`src/rtl/ps2_rx.sv`:
```
// PS/2 device-to-host receiver: synchronizes and deglitches the PS/2 clock, then
// shifts in 11-bit frames on falling edges, with parity/framing checks and an inter-edge timeout.
module ps2_rx #(
    parameter int FILTER_LEN     = 8,
    parameter int TIMEOUT_CYCLES = 200000
) (
    input  logic       i_clk,
    input  logic       i_reset,
    input  logic       i_ps2d,
    input  logic       i_ps2c,
    input  logic       i_rx_en,
    output logic       o_rx_done_tick,
    output logic [7:0] o_dout,
    output logic       o_parity_err,
    output logic       o_frame_err,
    output logic       o_timeout_tick
);
    localparam int TW = (TIMEOUT_CYCLES > 2) ? $clog2(TIMEOUT_CYCLES) : 1;
    localparam logic [TW-1:0] TMO_MAX = TW'(TIMEOUT_CYCLES - 1);

    typedef enum logic [1:0] {IDLE, DPS, LOAD} state_t;

    logic [1:0]            c_sync_q, d_sync_q;
    logic [FILTER_LEN-1:0] filt_q;
    logic                  fclk_q, fclk_d, fall_tick;
    state_t                state_q;
    logic [3:0]            bcnt_q;
    logic [TW-1:0]         tmo_q;
    logic [10:0]           frame_q, frame_d;
    logic [7:0]            dout_q;
    logic                  perr_q, ferr_q, done_q, tmo_tick_q;

    // Filtered clock only moves once the whole window agrees; mixed windows hold.
    always_comb begin
        fclk_d = fclk_q;
        if (&filt_q)
            fclk_d = 1'b1;
        else if (~|filt_q)
            fclk_d = 1'b0;
        fall_tick = fclk_q & ~fclk_d;
        frame_d   = {d_sync_q[1], frame_q[10:1]};
    end

    always_ff @(posedge i_clk) begin
        if (i_reset) begin
            c_sync_q <= 2'b11;
            d_sync_q <= 2'b11;
            filt_q   <= '1;
            fclk_q   <= 1'b1;
        end else begin
            c_sync_q <= {c_sync_q[0], i_ps2c};
            d_sync_q <= {d_sync_q[0], i_ps2d};
            filt_q   <= {filt_q[FILTER_LEN-2:0], c_sync_q[1]};
            fclk_q   <= fclk_d;
        end
    end

    always_ff @(posedge i_clk) begin
        if (i_reset) begin
            state_q    <= IDLE;
            bcnt_q     <= '0;
            tmo_q      <= '0;
            frame_q    <= '0;
            dout_q     <= '0;
            perr_q     <= 1'b0;
            ferr_q     <= 1'b0;
            done_q     <= 1'b0;
            tmo_tick_q <= 1'b0;
        end else begin
            done_q     <= 1'b0;
            tmo_tick_q <= 1'b0;
            case (state_q)
                IDLE: begin
                    if (fall_tick && i_rx_en) begin
                        frame_q <= frame_d;
                        bcnt_q  <= 4'd9;
                        tmo_q   <= '0;
                        state_q <= DPS;
                    end
                end
                DPS: begin
                    if (fall_tick) begin
                        frame_q <= frame_d;
                        tmo_q   <= '0;
                        if (bcnt_q == 4'd0) begin
                            // Outputs are taken from the frame including the bit arriving now.
                            state_q <= LOAD;
                            dout_q  <= frame_d[8:1];
                            perr_q  <= ~^frame_d[9:1];
                            ferr_q  <= frame_d[0] | ~frame_d[10];
                            done_q  <= 1'b1;
                        end else begin
                            bcnt_q <= bcnt_q - 4'd1;
                        end
                    end else if (tmo_q == TMO_MAX) begin
                        tmo_q      <= '0;
                        tmo_tick_q <= 1'b1;
                        state_q    <= IDLE;
                    end else begin
                        tmo_q <= tmo_q + 1'b1;
                    end
                end
                LOAD:    state_q <= IDLE;
                default: state_q <= IDLE;
            endcase
        end
    end

    assign o_rx_done_tick = done_q;
    assign o_timeout_tick = tmo_tick_q;
    assign o_dout         = dout_q;
    assign o_parity_err   = perr_q;
    assign o_frame_err    = ferr_q;
endmodule

```
`config.mk`:
```
export PLATFORM = sky130hd
export DESIGN_NAME = ps2_rx
export DESIGN_NICKNAME = d
export VERILOG_FILES = /design/src/rtl/ps2_rx.sv
export SDC_FILE = /design/constraint.sdc
export NUM_CORES = 1
export LEC_CHECK = 0
export ABC_AREA = 0
export BUFFER_PORTS_ARGS = -buffer_cell sky130_fd_sc_hd__buf_2
export CORE_ASPECT_RATIO = 0.5
export CORE_MARGIN = 5
export CORE_UTILIZATION = 59
export DETAILED_ROUTE_END_ITERATION = 7
export GPL_TIMING_DRIVEN = 0
export PLACE_DENSITY_LB_ADDON = 0.3
export SYNTH_ARGS = -nofsm -noshare
export SYNTH_HDL_FRONTEND = slang
export SYNTH_SLANG_ARGS = --single-unit
```
`constraint.sdc`:
```
create_clock -name i_clk -period 2.7 [get_ports i_clk]
set_input_delay 0.405 -clock i_clk [delete_from_list [all_inputs] [get_ports i_clk]]
set_output_delay 0.405 -clock i_clk [all_outputs]
set_load 0.05 [all_outputs]
```
* Word level (Yosys, flattened, before mapping)
Index checks and enable logic that the tools add are counted.
** Word-level totals
- Register bits after elaboration :: 60
- Bits of input ports :: 5
- Output and inout bits :: 12
- Word-level logic and storage cells :: 62
** Operators by class
- $add $sub $neg :: 2
- Eq/ne operators :: 7
- Multiplexer cells :: 20
- Bitwise gates (word level) :: 6
- Reductions and logical operators :: 14
** Operators by type and width (number)
- $mux 18 :: 3
- $pmux 18 s2 :: 1
- $mux 11 :: 2
- $pmux 11 s2 :: 1
- $add 18x1->18 const B :: 1
- $eq 18x18->1 const B :: 1
- $mux 4 :: 3
- $reduce_and 3->1 :: 3
- $reduce_xnor 9->1 :: 1
- $mux 2 :: 4
- $pmux 4 s2 :: 1
- $reduce_and 8->1 :: 1
- $reduce_or 8->1 :: 1
- $ne 2x2->1 const B :: 3
- $ne 3x3->1 const B :: 2
- $reduce_or 3->1 :: 2
- $logic_not 4->1 :: 1
- $mux 1 :: 4
- $not 1->1 :: 4
- $pmux 2 s2 :: 1
- $reduce_and 4->1 :: 1
- $sub 4x1->4 const B :: 1
- $eq 2x1->1 const B :: 1
- $logic_not 2->1 :: 1
- 5 further kinds :: 5

* Longest topological paths before layout
Gate-level depths: netlist (run 1).
- Depth in word-level cells :: 8
- Depth in mapped cells :: 8
- Gate-level depth less buffers :: 6

* Worst setup path after synthesis (run 1)
Ideal clock, no wire load.
- Path type :: reg-to-reg
- From :: reg filt_q[5]
- To :: reg bcnt_q[3]
- Library setup time :: 0.134 ns
- Arrival :: 1.814 ns
- Required time :: 2.566 ns
- Setup slack :: 0.752 ns
- Cell stages (with the launch flop) :: 6
- Path buffers :: 0
- Clock period less this slack :: 1.948 ns
- Cells stage by stage :: dfxtp_1 or4_4 or4_4 a21oi_4 and2_1 a311oi_2
** Between the ends
- Longest elaborated chain between the ends :: 8
- Elaborated cells between the ends (all ways) :: 10
- Classes of those cells :: eq/ne (2); mux (2); bitwise (2); reduce/logical (4)
** RTL lines
- start: declaration :: line 24 : logic [FILTER_LEN-1:0] filt_q;
- start signal: assignment :: line 53 : filt_q <= {filt_q[FILTER_LEN-2:0], c_sync_q[1]};
- $reduce_or 8->1 :: line 38 : else if (~|filt_q)
- $mux 1 :: line 38
- $mux 1 * :: line 36 : if (&filt_q)
- $not 1->1 * :: line 40 : fall_tick = fclk_q & ~fclk_d;
- $and 1x1->1 * :: line 40
- $logic_and 1x1->1 :: line 74 : if (fall_tick && i_rx_en) begin
- $ne 2x2->1 (no line)
- $reduce_and 4->1 (no line) *
- end signal: assignment :: line 93 : bcnt_q <= bcnt_q - 4'd1;
- end: declaration :: line 27 : logic [3:0] bcnt_q;
Every way passes the cells marked *; elsewhere a longest branch is shown, timed or not.
A chain may end at the register's enable or synchronous reset.

* Worst setup path after layout (run 1)
- From :: reg tmo_q[0]
- To :: reg tmo_q[17]
** Between the ends
- Longest elaborated chain between the ends :: 4
- Elaborated cells between the ends (all ways) :: 5
- Classes of those cells :: add/sub (1); eq/ne (1); mux (3)
** RTL lines
- start: declaration :: line 28 : logic [TW-1:0] tmo_q;
- start signal: assignment :: line 100 : tmo_q <= tmo_q + 1'b1;
- $add 18x1->18 or $eq 18x18->1 (tied branches) :: line 100, 95
- $mux 18 * :: line 95 : end else if (tmo_q == TMO_MAX) begin
- $mux 18 * :: line 82 : if (fall_tick) begin
- $pmux 18 s2 * :: line 72 : case (state_q)
Marks and branches as above.

==> reports/results.ini, run 1 <==
[timing]
worst_slew_pin_slew_ps = 705
fin_skew_ps = 4.79
setup_viol = 0
min_period_over_period_pct = 86.0
rsz0062_at_grt = false
hold_ws_ps = 245
fmax_mhz = 431
slew_headroom_pct = 52.9
hold_violations = 0
fin_tns_setup_ps = 0
slew_violations = 0
finalCriticalPeriod_ps = 2320

[logic_synthesis]
synth_area_per_cell_um2 = 8.93
syn_inst = 284
synth_edf_count = 0
ys_seq_elements = 59
synth.yosys.warnings = 0
synth_area_um2 = 2540
mappedNetlistNets = 292
async_flop_share_pct = 0
synth_most_common_cell = dfxtp_1
synthTopCellsByArea = dfxtp_1 (47%), a21oi_1 (4.3%), mux2i_1 (4.3%), nand2_1 (4.1%), nor2_1 (4.1%)
yosysSeqAreaShare_pct = 46.6
yosysUniqueCellTypes = 47
yosys.area.top_type = dfxtp_1
synth_top_area_share_pct = 46.6
synth_common_cells = dfxtp_1 (59), nand2_1 (28), nor2_1 (28), a21oi_1 (22), or2_2 (12)
ys.flop_type = dfxtp_1

[clock_tree]
hold_buffers = 0
cts-root-buf = clkbuf_8
cts_resized = 0
clk_latency_ps = 340
cts_htree_levels = 3
tritoncts = yes
cts_sinks = 59
path_clk_slew_ps = 60
post_cts_buffers = 0
cts_made_buffers = 9
clockBufferDepth = 2

[hold_path]
hold_path.startpoint = i_ps2c
min_path_type = in -> reg

[final_layout]
ff_latch_area_um2 = 1180
multi_input_area_um2 = 1270
drive_gt1_share_pct = 16.9
diodes = 0
fillers = 299
area_growth_pct = 14.1
final_net_count = 318

[global_route]
grt_pass1_vias = 2013
antenna_found_initial = 0
grt_pass1_wl_mm = 8.78
grt_max_degree = 11
gr-usage-all-layers_pct = 19.3
overflow = 0

[setup_path]
cp.required_ps = 2970
worstPathArrival_ps = 2590
r2r-start = tmo_q[0]
cp_max_fo = 10
endpoint_kind = flop
path_class = reg -> reg
cp-startpoint = tmo_q[0]
worstSetupStartpointType = flop

[routing]
first_pass_iters = 4
ant_nets = 0
post_drt_wl_per_cell_um = 13.6
drc = 0
finalWirelength_mm = 5.00
vias_per_cell = 5.71
dr_total_vias = 2100
drt_iter0_markers = 110

[floorplan]
die_w_um = 103
io_pins = 17
coreArea_um2 = 4020
die-height_um = 56.4
start_util_pct = 63.0
fp-row-count = 16
die_area_um2 = 5790

[pwr]
p_per_area_nw_per_um2 = 612
vdd_drop_max_v = 0.000448
p_leak_nw = 1.18

[place]
gp_congestion = 0.866
dp_hpwl_mm = 3.43
numPortBuffers = 15

[run]
cap_violations = 0

[status]
outcome = finished, final reports clean

-- worst paths after layout --
kind,slack [ps],end,depth (start not counted)
max,380,tmo_q[17],8
min,250,c_sync_q[0],2
min reg2reg,410,c_sync_q[1],1
max reg2reg,380,tmo_q[17],8
-- metrics by stage --
step / instances / util, % / power [W] / setup WS, ps / instance area [um2]
6_report: 368 / 71.9 / 0.00177 / 378 / 2890
5_1_grt: 368 / 71.9 / 0.00183 / 246 / 2890
4_1_cts: 368 / 71.9 / 0.00179 / 414 / 2890
3_5_place_dp: 353 / 66.6 / 0.000923 / 445 / 2680
3_3_place_gp: 353 / 66.6 / 0.000922 / 436 / 2680
2_1_floorplan: 284 / - / 0.000914 / 752 / 2540
-- routing by layer --
layer	part of all wire, %	routed length, um	global-route usage (%)	up-vias
met5	0	0	0	-
met4	1.2	60	7.10	0
met3	5.5	273	8.41	7
met2	48	2380	31.1	47
met1	46	2280	22.7	986
li1	-	-	-	1060
-- state kept, by name (all words and copies together), names as in the netlist --
name	count
filt_q	8
fclk_q	1
state_q	2
o_dout	8
frame_q	10
o_frame_err	1
o_parity_err	1
o_rx_done_tick	1
bcnt_q	4
o_timeout_tick	1
c_sync_q	2
tmo_q	18
d_sync_q	2
-- layout make-up --
cell class / count / share of cell area, %
multi-input combinational: 205 / 44.1
buffer: 14 / 1.99
sequential: 59 / 40.8
clock inverter: 5 / 2.68
inverter: 6 / 0.778
timing repair buffer: 15 / 2.59
tap: 54 / 2.33
clock buffer: 10 / 4.76
-- critical path: stages (launching register included) --
cell	delay, ps
dfxtp_1	360
ha_1	250
and4_1	270
and3_1	250
a21oi_1	190
buf_2	250
buf_1	400
nand2_1	90
a31oi_1	180
-- where the power goes --
part           internal (W)  switching, W
Combinational    0.00000924     0.0000184
Sequential         0.000875    0.00000192
Clock              0.000535      0.000332
-- kinds of logic (layout without fill, tap and decap cells) --
group / Yosys count / count (layout) / share of synthesized area [%]
compound gates: 57 / 57 / 14.9
xor+xnor: 10 / 10 / 3.45
fa+ha+maj: 3 / 3 / 1.48
buf+inv: 20 / 50 / 3.16
flops: 59 / 59 / 46.6
mux: 12 / 12 / 4.79
simple gates: 123 / 123 / 25.7
-- cell usage in the layout, fill, tap and decap left out, types with 4 or more instances in the layout --
master,Yosys,routed
nand3_1,8,8
clkbuf_8,0,10
mux2i_1,11,11
o21ai_0,8,8
a21oi_1,22,22
a31oi_1,6,6
a21o_1,4,4
nand2_1,28,28
or2_2,12,12
clkbuf_1,9,9
nand2b_1,4,4
inv_1,6,6
buf_2,4,19
nand4_1,10,10
dfxtp_1,59,59
nor3b_1,4,4
and3_1,9,9
xnor2_1,7,7
nor2_1,28,28
No activity file was read; power rests on OpenSTA's default activity.
==> run 2, diff against run 1 <==
- ABC_AREA: 0 -> 1
- CORE_UTILIZATION: 59 -> 60
==> run 2 against run 1 <==
Effect of this change:
- clock power up 1%
- critical path depth unchanged
- global-route usage up 1.6 points
- largest power group is now clock
- register-to-register slack better by 410 ps
==> reports/results.ini, run 2 <==
[pwr]
p_int_w = 0.00142  ; about the same
power_switching_w = 0.000366  ; +3.9%
finalPower_w = 0.00179  ; +0.84%
power.share.clock_pct = 49.1  ; about the same
swShare_pct = 20.5  ; +0.61 points
vdd_drop_max_v = 0.000324  ; -28%
p_seq_share_pct = 49.0  ; -0.5 points
pwr-share-comb_pct = 1.9  ; +0.3 points
p_leak_nw = 1.42  ; +21%
p_per_area_nw_per_um2 = 529  ; -14%

[logic_synthesis]
synth_area_um2 = 2990  ; +18%
synth_top_area_share_pct = 39.5  ; -7.1 points
yosysUniqueCellTypes = 33  ; -30%
syn_inst = 436  ; +54%
synth_common_cells = nand2_1 (110), nor2_1 (95), dfxtp_1 (59), inv_1 (32), nand3_1 (27)
yosys.area.top_type = dfxtp_1
synth_edf_count = 0  ; unchanged
synth.yosys.warnings = 0  ; unchanged
yosysSeqAreaShare_pct = 39.5  ; -7.1 points
synth_most_common_cell = nand2_1
async_flop_share_pct = 0  ; unchanged
synth_area_per_cell_um2 = 6.86  ; -23%
ys.flop_type = dfxtp_1
synthTopCellsByArea = dfxtp_1 (39%), nand2_1 (14%), nor2_1 (12%), nand3_1 (4.5%), inv_1 (4.0%)
mappedNetlistNets = 444  ; +52%
ys_seq_elements = 59  ; unchanged

[timing]
worst_slew_pin_slew_ps = 630  ; -74.8 ps
finalCriticalPeriod_ps = 1910  ; -415 ps
fin_skew_ps = 10.9  ; +6.10 ps
setup_viol = 0  ; unchanged
fin_tns_setup_ps = 0  ; unchanged
hold_violations = 0  ; unchanged
min_period_over_period_pct = 70.7  ; -15 points
fmax_mhz = 524  ; +22%
rsz0062_at_grt = false
slew_headroom_pct = 58.0  ; +5.1 points
slew_violations = 0  ; unchanged

[floorplan]
fp-row-count = 18  ; +2
coreArea_um2 = 4860  ; +21%
io_pins = 17  ; unchanged
die_area_um2 = 6580  ; +14%
die-height_um = 59.9  ; +6.3%
die_w_um = 110  ; +7.0%
start_util_pct = 61.5  ; -1.5 points

[routing]
post_drt_wl_per_cell_um = 11.4  ; -16%
drt_iter0_markers = 152  ; +38%
finalWirelength_mm = 6.11  ; +22%
vias_per_cell = 5.12  ; -10%
drc = 0  ; unchanged
ant_nets = 0  ; unchanged
first_pass_iters = 4  ; unchanged
dr_total_vias = 2748  ; +31%

[setup_path]
r2r-end = state_q[0]
worstPathArrival_ps = 2150  ; -440 ps
endpoint = state_q[0]
worstSetupStartpointType = flop
ff2ff_path_depth = 8  ; unchanged
cp.required_ps = 2940  ; -30 ps
r2r_setup_slack_ps = 790  ; +410 ps
cp_max_fo = 8  ; -2
endpoint_kind = flop
cp-startpoint = tmo_q[0]
path_class = reg -> reg
r2r-start = tmo_q[0]

[clock_tree]
cts_sinks = 59  ; unchanged
cts_htree_levels = 3  ; unchanged
clockBufferDepth = 2  ; unchanged
path_clk_slew_ps = 70  ; about the same
cts-root-buf = clkbuf_8
hold_buffers = 0  ; unchanged
post_cts_buffers = 0  ; unchanged
clk_latency_ps = 340  ; about the same
tritoncts = yes
cts_made_buffers = 9  ; unchanged
cts_resized = 0  ; unchanged

[global_route]
overflow = 0  ; unchanged
grt_pass1_wl_mm = 10.6  ; +21%
antenna_found_initial = 0  ; unchanged
grt_max_degree = 11  ; unchanged
grt_pass1_vias = 2522  ; +25%
gr-usage-all-layers_pct = 20.9  ; +1.6 points

[final_layout]
reg_top3 = tmo_q: 18 flops, frame_q: 10 flops
area_growth_pct = 12.8
ff_latch_area_um2 = 1180  ; unchanged
final_common_cell = nand2_1
diodes = 0  ; unchanged
largest_register_ffs = 18  ; unchanged
fillers = 438  ; +46%
final_net_count = 471  ; +48%
final_cell_mix = nand2_1 (110), nor2_1 (95), dfxtp_1 (59)
fin_area_um2 = 3370  ; +17%
regMostFlops = tmo_q
multi_input_area_um2 = 1600  ; +25%
drive_gt1_share_pct = 17.1  ; +0.25 points

[place]
numPortBuffers = 16  ; +1
gp_congestion = 0.905  ; +4.5%
dp_hpwl_mm = 4.37  ; +27%
place_area_um2 = 3160  ; +18%

[status]
outcome = finished, final reports clean

[run]
cap_violations = 0  ; unchanged

[hold_path]
min_path_type = in -> reg

run 2: cell types whose count changed after synthesis, moves of 9 or more:
cell and change:
o21ai_1 +9, nor2_1 +67, mux2i_1 -11, nand2_1 +82
and3_1 -9, a21oi_1 -11, inv_1 +26, nand3_1 +19
run 2: power groups by stage:
stage,clock network (W),registers (W),logic [W]
floorplan,0,0.000894,0.0000219
global placement,0,0.000895,0.0000326
detailed placement,0,0.000895,0.0000329
CTS,0.000891,0.000875,0.0000335
global route,0.000932,0.000875,0.0000376
finish,0.000878,0.000875,0.0000331
run 2: layer usage:
layer	track usage (%)	up-vias	wire, um
met1	23.9	1243	2740
met5	0	-	0
met3	7.44	11	433
met2	36.4	63	2870
met4	7.64	0	70
li1	-	1431	-
run 2: cell families (layout without fill, tap and decap cells):
| family | count (synthesis) | after routing | share of synthesized area (%) |
|---|---|---|---|
| AO/OA/AOI/OAI | 30 | 30 | 6.31 |
| flip-flops | 59 | 59 | 39.5 |
| AND/OR/NAND/NOR | 285 | 285 | 42.6 |
| buffers and inverters | 48 | 79 | 7.11 |
| XOR/XNOR | 11 | 11 | 3.22 |
| adder cells (fa/ha/maj) | 3 | 3 | 1.25 |
run 2: cell type report:
cell class,instances,share of cell area (%)
buffer,13,2.34
clock buffer,10,4.08
clock inverter,5,2.30
inverter,35,3.97
multi-input combinational,329,47.3
sequential,59,35.0
tap,70,2.60
timing repair buffer,16,2.37
run 2: how the worst min path moves through the flow:
stage                           start          end  depth (start not counted)
after floorplan           c_sync_q[0]  c_sync_q[1]                          1
after global placement    c_sync_q[1]    filt_q[0]                          1
after detailed placement  c_sync_q[1]    filt_q[0]                          1
after CTS                      i_ps2c  c_sync_q[0]                          2
after global routing           i_ps2c  c_sync_q[0]                          2
final                          i_ps2d  d_sync_q[0]                          2
run 2: worst max-delay path: stages (launching register included):
cell,delay (ps)
dfxtp_1,490
ha_1,280
nand3_1,110
nor2_1,260
nand3_1,170
nand3_1,220
nand3_1,100
nor2_1,110
nor2_1,50
run 2: metrics by stage:
stage / std cells / hold WS [ps] / worst slack (ps) / util (%)
after floorplan: 436 / 389 / 1170 / -
after global placement: 522 / 392 / 845 / 64.9
after detailed placement: 522 / 398 / 811 / 64.9
after CTS: 537 / 240 / 808 / 69.4
after global routing: 537 / 237 / 598 / 69.4
final: 537 / 258 / 792 / 69.4
